[config.mk]
export PLATFORM = sky130hd
export DESIGN_NAME = vend_sequencer
export DESIGN_NICKNAME = d
export VERILOG_FILES = /design/src/rtl/vend_pkg.sv /design/src/rtl/vend_rr_arbiter.sv /design/src/rtl/vend_sequencer.sv
export SDC_FILE = /design/constraint.sdc
export NUM_CORES = 1
export LEC_CHECK = 0
export CAP_MARGIN = 10
export CORE_ASPECT_RATIO = 0.75
export CORE_UTILIZATION = 40
export CTS_CLUSTER_SIZE = 16
export DETAILED_ROUTE_END_ITERATION = 10
export PLACE_DENSITY = 0.62
export SLEW_MARGIN = 20
export SYNTH_ARGS = -nofsm -noshare
export SYNTH_HDL_FRONTEND = slang
export SYNTH_SLANG_ARGS = --single-unit
[constraint.sdc]
create_clock -name clk -period 3.1 [get_ports clk]
set_clock_uncertainty 0.2 [all_clocks]
set_input_delay 0.465 -clock clk [delete_from_list [all_inputs] [get_ports clk]]
set_output_delay 0.465 -clock clk [all_outputs]
set_load 0.02 [all_outputs]
[src/rtl/vend_pkg.sv]
// Shared coin/change codes and the sequencer state encoding for the vend_* blocks.
package vend_pkg;

  localparam logic [2:0] COIN_NONE = 3'b000;
  localparam logic [2:0] COIN_5    = 3'b001;
  localparam logic [2:0] COIN_10   = 3'b010;
  localparam logic [2:0] IDLE_CODE = 3'b011;

  localparam logic [2:0] CHG_NONE = 3'b000;
  localparam logic [2:0] CHG_5    = 3'b001;
  localparam logic [2:0] CHG_10   = 3'b010;
  localparam logic [2:0] CHG_15   = 3'b011;
  localparam logic [2:0] CHG_20   = 3'b100;

  typedef enum logic [2:0] {IDLE, GRANT, ISSUE, CANCEL, WAIT, DISPENSE} state_t;

  function automatic logic is_coin(input logic [2:0] code);
    return (code == COIN_5) || (code == COIN_10);
  endfunction

endpackage

[src/rtl/vend_rr_arbiter.sv]
// Round-robin arbiter: grants the first request at/after the pointer; pointer moves past the winner on advance.
module vend_rr_arbiter #(
  parameter int N = 2,
  parameter int IDX_W = (N > 1) ? $clog2(N) : 1
) (
  input  logic             clk,
  input  logic             rst,
  input  logic [N-1:0]     req,
  input  logic             advance,
  output logic [N-1:0]     grant,
  output logic [IDX_W-1:0] grant_idx
);

  logic [IDX_W-1:0] ptr;
  logic             found;

  // NOTE: every combinational output gets a default before the search loop so no latch is inferred.
  always_comb begin
    grant     = '0;
    grant_idx = '0;
    found     = 1'b0;
    for (int i = 0; i < N; i++) begin
      if (!found && req[(int'(ptr) + i) % N]) begin
        found                     = 1'b1;
        grant[(int'(ptr) + i) % N] = 1'b1;
        grant_idx                 = IDX_W'((int'(ptr) + i) % N);
      end
    end
  end

  // NOTE: sequential state uses non-blocking assignments so all registers update from pre-edge values.
  always_ff @(posedge clk or posedge rst) begin
    if (rst) begin
      ptr <= '0;
    end else if (advance && found) begin
      ptr <= (grant_idx == IDX_W'(N - 1)) ? '0 : grant_idx + 1'b1;
    end
  end

endmodule

[src/rtl/vend_sequencer.sv]
// Shares the vending core's coin input among NUM_REQ acceptors; drives dispense motor and refund pulse.
// Optional VEND_AUDIT_EN adds saturating vend_count and refund_total audit outputs.
module vend_sequencer #(
  parameter int NUM_REQ        = 2,
  parameter int RESP_LAT       = 2,
  parameter int DISP_CYCLES    = 8,
  parameter int TIMEOUT_CYCLES = 1000
) (
  input  logic                 clk,
  input  logic                 rst,
  input  logic [NUM_REQ-1:0]   coin_req,
  input  logic [3*NUM_REQ-1:0] coin_code,
  input  logic                 cancel_req,
  output logic [NUM_REQ-1:0]   coin_ack,
  output logic [2:0]           core_in,
  input  logic                 core_out,
  input  logic [2:0]           core_change,
  output logic                 motor_on,
  output logic                 refund_valid,
  output logic [2:0]           refund_amt,
  output logic                 coin_err,
  output logic                 busy
`ifdef VEND_AUDIT_EN
  ,
  output logic [15:0]          vend_count,
  output logic [15:0]          refund_total
`endif
);
  import vend_pkg::*;

  localparam int MAX_A = (RESP_LAT > DISP_CYCLES) ? RESP_LAT : DISP_CYCLES;
  localparam int MAX_P = (MAX_A > TIMEOUT_CYCLES) ? MAX_A : TIMEOUT_CYCLES;
  localparam int CNT_W = $clog2(MAX_P + 1);
  localparam int IDX_W = (NUM_REQ > 1) ? $clog2(NUM_REQ) : 1;
  localparam logic [CNT_W-1:0] TMO_MAX   = CNT_W'(TIMEOUT_CYCLES);
  localparam logic [CNT_W-1:0] WAIT_LAST = CNT_W'(RESP_LAT - 1);
  localparam logic [CNT_W-1:0] DISP_LAST = CNT_W'(DISP_CYCLES - 1);

  state_t             state, state_d;
  logic [2:0]         code_q, code_d;
  logic [NUM_REQ-1:0] coin_ack_d;
  logic               coin_err_d, motor_on_d, refund_valid_d;
  logic [2:0]         core_in_d, refund_amt_d;
  logic               credit_q, credit_d, cancel_q, cancel_d, vend_q, vend_d, vend_now;
  logic [2:0]         chg_q, chg_d, chg_now;
  logic [CNT_W-1:0]   tmo_q, tmo_d, cnt_q, cnt_d;
  logic               adv;
  logic [NUM_REQ-1:0] grant;
  logic [IDX_W-1:0]   grant_idx;

  vend_rr_arbiter #(.N(NUM_REQ), .IDX_W(IDX_W)) u_arb (
    .clk       (clk),
    .rst       (rst),
    .req       (coin_req),
    .advance   (adv),
    .grant     (grant),
    .grant_idx (grant_idx)
  );

  assign busy = (state != IDLE);

  always_comb begin
    state_d        = state;
    code_d         = code_q;
    coin_ack_d     = '0;
    coin_err_d     = 1'b0;
    core_in_d      = IDLE_CODE;
    motor_on_d     = 1'b0;
    refund_valid_d = 1'b0;
    refund_amt_d   = refund_amt;
    credit_d       = credit_q;
    cancel_d       = cancel_q;
    vend_d         = vend_q;
    chg_d          = chg_q;
    tmo_d          = '0;
    cnt_d          = '0;
    adv            = 1'b0;
    vend_now       = vend_q | core_out;
    chg_now        = (core_change != CHG_NONE) ? core_change : chg_q;
    unique case (state)
      IDLE: begin
        // Cancel (user or timeout) takes priority over a coin arriving the same cycle.
        if (credit_q && (cancel_req || tmo_q == TMO_MAX)) begin
          state_d   = CANCEL;
          core_in_d = COIN_NONE;
          cancel_d  = 1'b1;
        end else if (|coin_req) begin
          state_d    = GRANT;
          adv        = 1'b1;
          coin_ack_d = grant;
          code_d     = coin_code[3*grant_idx +: 3];
          coin_err_d = !is_coin(coin_code[3*grant_idx +: 3]);
        end else if (credit_q) begin
          tmo_d = (tmo_q == TMO_MAX) ? tmo_q : tmo_q + 1'b1;
        end
      end
      GRANT: begin
        if (is_coin(code_q)) begin
          state_d   = ISSUE;
          core_in_d = code_q;
        end else begin
          state_d = IDLE;
        end
      end
      ISSUE, CANCEL: begin
        if (state == ISSUE) credit_d = 1'b1;
        state_d = WAIT;
        vend_d  = 1'b0;
        chg_d   = CHG_NONE;
      end
      WAIT: begin
        vend_d = vend_now;
        chg_d  = chg_now;
        if (cnt_q == WAIT_LAST) begin
          state_d = IDLE;
          if (vend_now) begin
            state_d    = DISPENSE;
            motor_on_d = 1'b1;
            credit_d   = 1'b0;
          end
          if (chg_now != CHG_NONE) begin
            refund_valid_d = 1'b1;
            refund_amt_d   = chg_now;
            credit_d       = 1'b0;
          end
          if (cancel_q) begin
            credit_d = 1'b0;
            cancel_d = 1'b0;
          end
        end else begin
          cnt_d = cnt_q + 1'b1;
        end
      end
      DISPENSE: begin
        if (cnt_q == DISP_LAST) begin
          state_d = IDLE;
        end else begin
          cnt_d      = cnt_q + 1'b1;
          motor_on_d = 1'b1;
        end
      end
      default: state_d = IDLE;
    endcase
  end

  always_ff @(posedge clk or posedge rst) begin
    if (rst) begin
      state        <= IDLE;
      code_q       <= COIN_NONE;
      coin_ack     <= '0;
      coin_err     <= 1'b0;
      core_in      <= IDLE_CODE;
      motor_on     <= 1'b0;
      refund_valid <= 1'b0;
      refund_amt   <= CHG_NONE;
      credit_q     <= 1'b0;
      cancel_q     <= 1'b0;
      vend_q       <= 1'b0;
      chg_q        <= CHG_NONE;
      tmo_q        <= '0;
      cnt_q        <= '0;
    end else begin
      state        <= state_d;
      code_q       <= code_d;
      coin_ack     <= coin_ack_d;
      coin_err     <= coin_err_d;
      core_in      <= core_in_d;
      motor_on     <= motor_on_d;
      refund_valid <= refund_valid_d;
      refund_amt   <= refund_amt_d;
      credit_q     <= credit_d;
      cancel_q     <= cancel_d;
      vend_q       <= vend_d;
      chg_q        <= chg_d;
      tmo_q        <= tmo_d;
      cnt_q        <= cnt_d;
    end
  end

`ifdef VEND_AUDIT_EN
  logic [16:0] refund_sum;
  assign refund_sum = {1'b0, refund_total} + 17'(refund_amt) * 17'd5;

  always_ff @(posedge clk or posedge rst) begin
    if (rst) begin
      vend_count   <= '0;
      refund_total <= '0;
    end else begin
      if (state == WAIT && state_d == DISPENSE && vend_count != 16'hFFFF)
        vend_count <= vend_count + 16'd1;
      if (refund_valid)
        refund_total <= refund_sum[16] ? 16'hFFFF : refund_sum[15:0];
    end
  end
`endif

endmodule

Word level (Yosys, flattened, before mapping)
Index checks and enable logic that the tools add are counted.

cells by class
  magnitude comparators = 4
  eq/ne operators = 19
  multiply operators = 1
  reduce and logical (&&, ||, !) cells = 23
  add/subtract/negate cells = 4
  shift-type cells = 1
  bitwise operators = 4
  muxes and demuxes = 62

operator list
  kind                                                               number
  10-bit 2-to-1 mux                                                  7
  1-bit 2-to-1 mux                                                   31
  3-bit 2-to-1 mux                                                   7
  10-bit by 1-bit adder with 10-bit output (second input constant)   2
  10-bit one-hot mux with 2 select lines                             1
  3-bit one-hot mux with 5 select lines                              1
  2-bit 2-to-1 mux                                                   7
  3-bit by 2-bit == test with 1-bit output (second input constant)   4
  3-bit one-hot mux with 2 select lines                              2
  3-bit AND reduction                                                4
  10-bit by 1-bit == test with 1-bit output (second input constant)  1
  10-bit == test (second input constant)                             1
  10-bit by 3-bit == test with 1-bit output (second input constant)  1
  3-bit by 1-bit == test with 1-bit output (second input constant)   3
  3-bit nonzero test                                                 3
  2-bit != test (second input constant)                              4
  1-bit one-hot mux with 2 select lines                              4
  3-bit == test (second input constant)                              2
  6-bit by 4-bit variable part select with 3-bit output              1
  1-bit logical AND                                                  5
  5-bit != test (second input constant)                              1
  4-bit != test (second input constant)                              1
  4-bit AND reduction                                                1
  2-bit nonzero test                                                 2
  16 further kinds                                                   22

word-level totals
  word-level logic and storage cells = 133
  register bits = 44

Longest topological paths before layout
  depth in word-level cells = 15
  mapped depth = 7

Hierarchy
From an unflattened synthesis, not the netlist that was laid out.

unflattened totals
  cells, all modules = 202
  area, all modules = 2077.0 µm²

modules (own cells, without submodules)
  module           instances  area each (µm²)  cells an instance
  vend_sequencer   1          2010.7           194
  vend_rr_arbiter  1          66.3             8

Worst setup path after synthesis
Ideal clock, no wire load.

  kind = input to register
  start point = input port coin_req[0]
  end point = register code_q[0]
  arrival = 1.500 ns
  cell stages on the path = 5
  setup time = 0.125 ns
  path slack = 1.275 ns
  path through = nor2b_1 > nand2b_1 > clkbuf_1 > mux2_2 > mux2_2

on the way
  longest elaborated chain between the ends = 8
  elaborated cells on any way between the ends = 14
  classes of those cells = mul: 1; shift: 1; mux: 8; reduce/logical: 4

ends and longest elaborated chain
  element                                                RTL line               text
  from (decl)                                            vend_sequencer.sv:11   input logic [NUM_REQ-1:0] coin_req,
  1-bit 2-to-1 mux (not written as such) (2 in series)   vend_rr_arbiter.sv:23  if (!found && req[(int'(ptr) + i) % N]) begin
  1-bit 2-to-1 mux                                       vend_rr_arbiter.sv:23
  1-bit logical NOT                                      vend_rr_arbiter.sv:23
  1-bit logical AND                                      vend_rr_arbiter.sv:23
  1-bit 2-to-1 mux                                       vend_rr_arbiter.sv:23
  2-bit by 1-bit multiplier with 3-bit output            vend_sequencer.sv:91   code_d = coin_code[3*grant_idx +: 3];
  6-bit by 4-bit variable part select with 3-bit output  vend_sequencer.sv:91
  to (signal assigned)                                   vend_sequencer.sv:164  code_q <= code_d;
  to (decl)                                              vend_sequencer.sv:40   logic [2:0] code_q, code_d;

Several ways; a longest one is shown, not always the timed one. The select of a mux whose other input is x is not followed.
A chain may end at the register's enable or synchronous reset.

Worst setup path in the final report
  start point = register state[1]
  end point = output port busy

on the way
  longest elaborated chain between the ends = 1

ends and longest elaborated chain
  element                 RTL line               text
  from (decl)             vend_sequencer.sv:39   state_t state, state_d;
  from (signal assigned)  vend_sequencer.sv:163  state <= state_d;
  3-bit nonzero test      vend_sequencer.sv:60   assign busy = (state != IDLE);
  to (decl)               vend_sequencer.sv:22   output logic busy

No other way between the ends.

==> reports/metrics.yaml <==
cts_tree: "done"
timing.slew.headroom_pct: 63.2
synth_area_um2: 2150
dpl.hpwl_mm: 2.78
io_pins: 27
cts.htree.levels: 2
synth_cells: 210
peakVddDrop_v: 0.000386
synth_top_family_by_area: "simple AND/OR/NAND/NOR gates"
cpLargestDelayFamily: "buffers and inverters"
critical_path_buf_inv_count: 2
highest_layer: "met4"
setup_tns_ps: 0
rows: 22
grt_pass1_vias: 1413
synthTopCellsByArea: "dfrtp_1 49%, nor2_1 5.9%, xnor2_1 5.3%, mux2_2 3.1%, nand3_1 2.6%"
final_core_util_pct: 51.8
cts.sinks: 44
fp.dieW_um: 86.6
cts_inserted_buffers: 5
synth.distinct_cells: 48
synth_edf_count: 0
routed_wl_mm: 3.90
pwr-share-seq_pct: 44.7
p_total_mw: 1.90
status: "completed"
met2WireLength_mm: 1.62
grt_max_degree: 45
cts_max_path_buffers: 2
rsz0062_at_grt: "false"
drtIter0Drc: 80
die_h_um: 65.5
finalCriticalPeriod_ps: 2380
ys.flop_type: "dfrtp_1"
finalMaxSlewViolations: 0
finalSetupViolCount: 0
cts_hold_buf: 0
clk_latency_ps: 290
fin_crit_sh_pct: 76.9
drc: 0
yosysWarnings: 0
clk_pin_slew_ps: 80
hold_viol: 0
p_comb_share_pct: 30.5
cts_root_buf: "clkbuf_8"
ys_seq_area_share_pct: 51.4
drive_above_1_share_pct: 11.2
synth_area_leader_cell: "dfrtp_1"
yosysTopAreaCellShare_pct: 48.9
synth-seq-cells: 44
ant_nets: 0
grt_overflow: 0
wl_met3_um: 145
switching_share_pct: 33.0
synth_compound_area_share_pct: 9.78
syn_avg_cell_area_um2: 10.2
crit_type: "flip-flop to output port"
p_int_mw: 1.28
antenna_found_initial: 0
final.setup.worst_slack_ps: 715
post_cts_buffers: 0
worst_slew_pin_slew_ps: 553
start_util_pct: 42.6
drt-vias-per-instance: 4.85
crit_slowest_cell: "clkdlybuf4s50_1"
crit_path_end_kind: "output port"
area.growth.synth_to_final_pct: 21.4
place_ws_ps: 709
p_per_area_nw_per_um2: 730
synth_nets: 229
yosys.area_share.simple_pct: 22.1
synth_fa_ha_area_share_pct: 2.33
pwr-share-clk_pct: 24.8
drv_cap: 0
cp.arrival_ps: 1720
p_leak_nw: 1.08
startpoint_type: "flip-flop"
grt_pass1_wl_mm: 6.81
power_switching_mw: 0.628
fin_nets: 259
cts_resized: 0
path_cells: "nor3_4 -> inv_1 -> clkdlybuf4s50_1"
synthMuxAreaShare_pct: 3.61
io_buffer_count: 26
dieArea_um2: 5670
drt-met1-wl_mm: 2.10
antenna_cells: 0
dr.pass1.iters: 4
nFillCells: 483
wl_per_cell_um: 12.4
async_reset_ff_share_pct: 100
hold_path.class: "flip-flop to flip-flop"
max_freq_mhz: 419
hold_ws_ps: 299
synthXorXnorAreaFrac_pct: 7.34
grt_usage_pct: 15.6
routabilityCongestion: 0.769
routed-via-count: 1517
max_stage_delay_ps: 550
critPathRequiredTime_ps: 2430
core_area_um2: 5040
crit_path_max_fanout: 8
[layout make-up]
cell class / count / area (µm²) / area share (%)
sequential: 44 / 1100 / 42.3
multi-input combinational: 150 / 975 / 37.4
timing repair buffer: 27 / 268 / 10.3
clock buffer: 7 / 96.3 / 3.69
tap: 72 / 90.1 / 3.45
inverter: 12 / 45.0 / 1.73
clock inverter: 1 / 30.0 / 1.15
[registers in the layout (all words and copies together) (netlist names)]
signal and count:
cnt_q 10, tmo_q 10, chg_q 3, code_q 3, core_in 3, refund_amt 3
state 3, coin_ack 2, cancel_q 1, coin_err 1, credit_q 1, motor_on 1
refund_valid 1, u_arb.ptr 1, vend_q 1
[cell usage in the layout (no fill, tap or decap), drive strengths merged, types with 4 or more instances in the layout]
cell	synthesis	layout
and3	4	4
o21ai	13	13
nand2	8	8
dfrtp	42	42
clkdlybuf4s50	0	26
a21oi	9	9
clkbuf	2	7
xnor2	13	13
nand3	11	11
xor2	5	5
inv	12	11
mux2	6	6
ha	4	4
nor3	10	10
nor2	34	34
[synth_stat cells (2+ instances only)]
cell type / n
and3_1: 4
nand3_1: 11
or4_1: 2
inv_1: 12
a31oi_1: 2
nand2_1: 8
nand2b_1: 2
dfstp_2: 2
nor3_1: 8
ha_1: 4
and2b_2: 2
nor2_1: 34
mux2_2: 6
o2bb2ai_1: 2
o21ai_0: 9
nor2b_1: 3
dfrtp_1: 42
o21ai_1: 3
a21oi_1: 9
xnor2_1: 13
xor2_1: 5
[per-stage QoR]
step,instance area (µm²),instances
after floorplan,2150,210
after global routing,2610,313
after CTS,2610,313
after detailed placement,2480,305
after global placement,2480,305
final,2610,313
[cell families (layout without fill, tap and decap cells)]
kind of cell / Yosys count / in the layout
AOI/OAI and AO/OA: 32 / 32
xor gates and xnor gates: 18 / 18
adders and majority gates: 4 / 4
buffers and inverters: 16 / 47
DFF: 44 / 44
muxes: 7 / 7
other: 1 / 1
and+or+nand+nor: 88 / 88
[layer usage]
layer	up-vias	track usage (%)
met2	20	21.7
met3	4	4.27
met1	720	23.5
li1	773	-
met5	-	0
met4	0	4.58
[final timing paths]
kind                       cells past startpoint                  from  slack [ps]                         to
setup reg to reg                               6  tmo_q[0]$_DFFE_PP0P_        1060       tmo_q[3]$_DFFE_PP0P_
setup / recovery                               3  state[1]$_DFFE_PP0P_         720                       busy
hold reg to reg                                1    cnt_q[0]$_DFF_PP0_         300         cnt_q[0]$_DFF_PP0_
hold / removal                                 1    cnt_q[0]$_DFF_PP0_         300         cnt_q[0]$_DFF_PP0_
min in group asynchronous                      3                   rst         400         cnt_q[8]$_DFF_PP0_
max in group asynchronous                      3                   rst        1910  refund_amt[0]$_DFFE_PP0P_
[power groups by stage]
stage               clock [mW]  sequential, mW  combinational, mW
floorplan                    0           0.859              0.379
global placement             0           0.860              0.577
detailed placement           0           0.860              0.584
CTS                      0.488           0.850              0.586
global route             0.511           0.873              0.659
finish                   0.472           0.851              0.582
No activity file was read; power rests on OpenSTA's default activity.
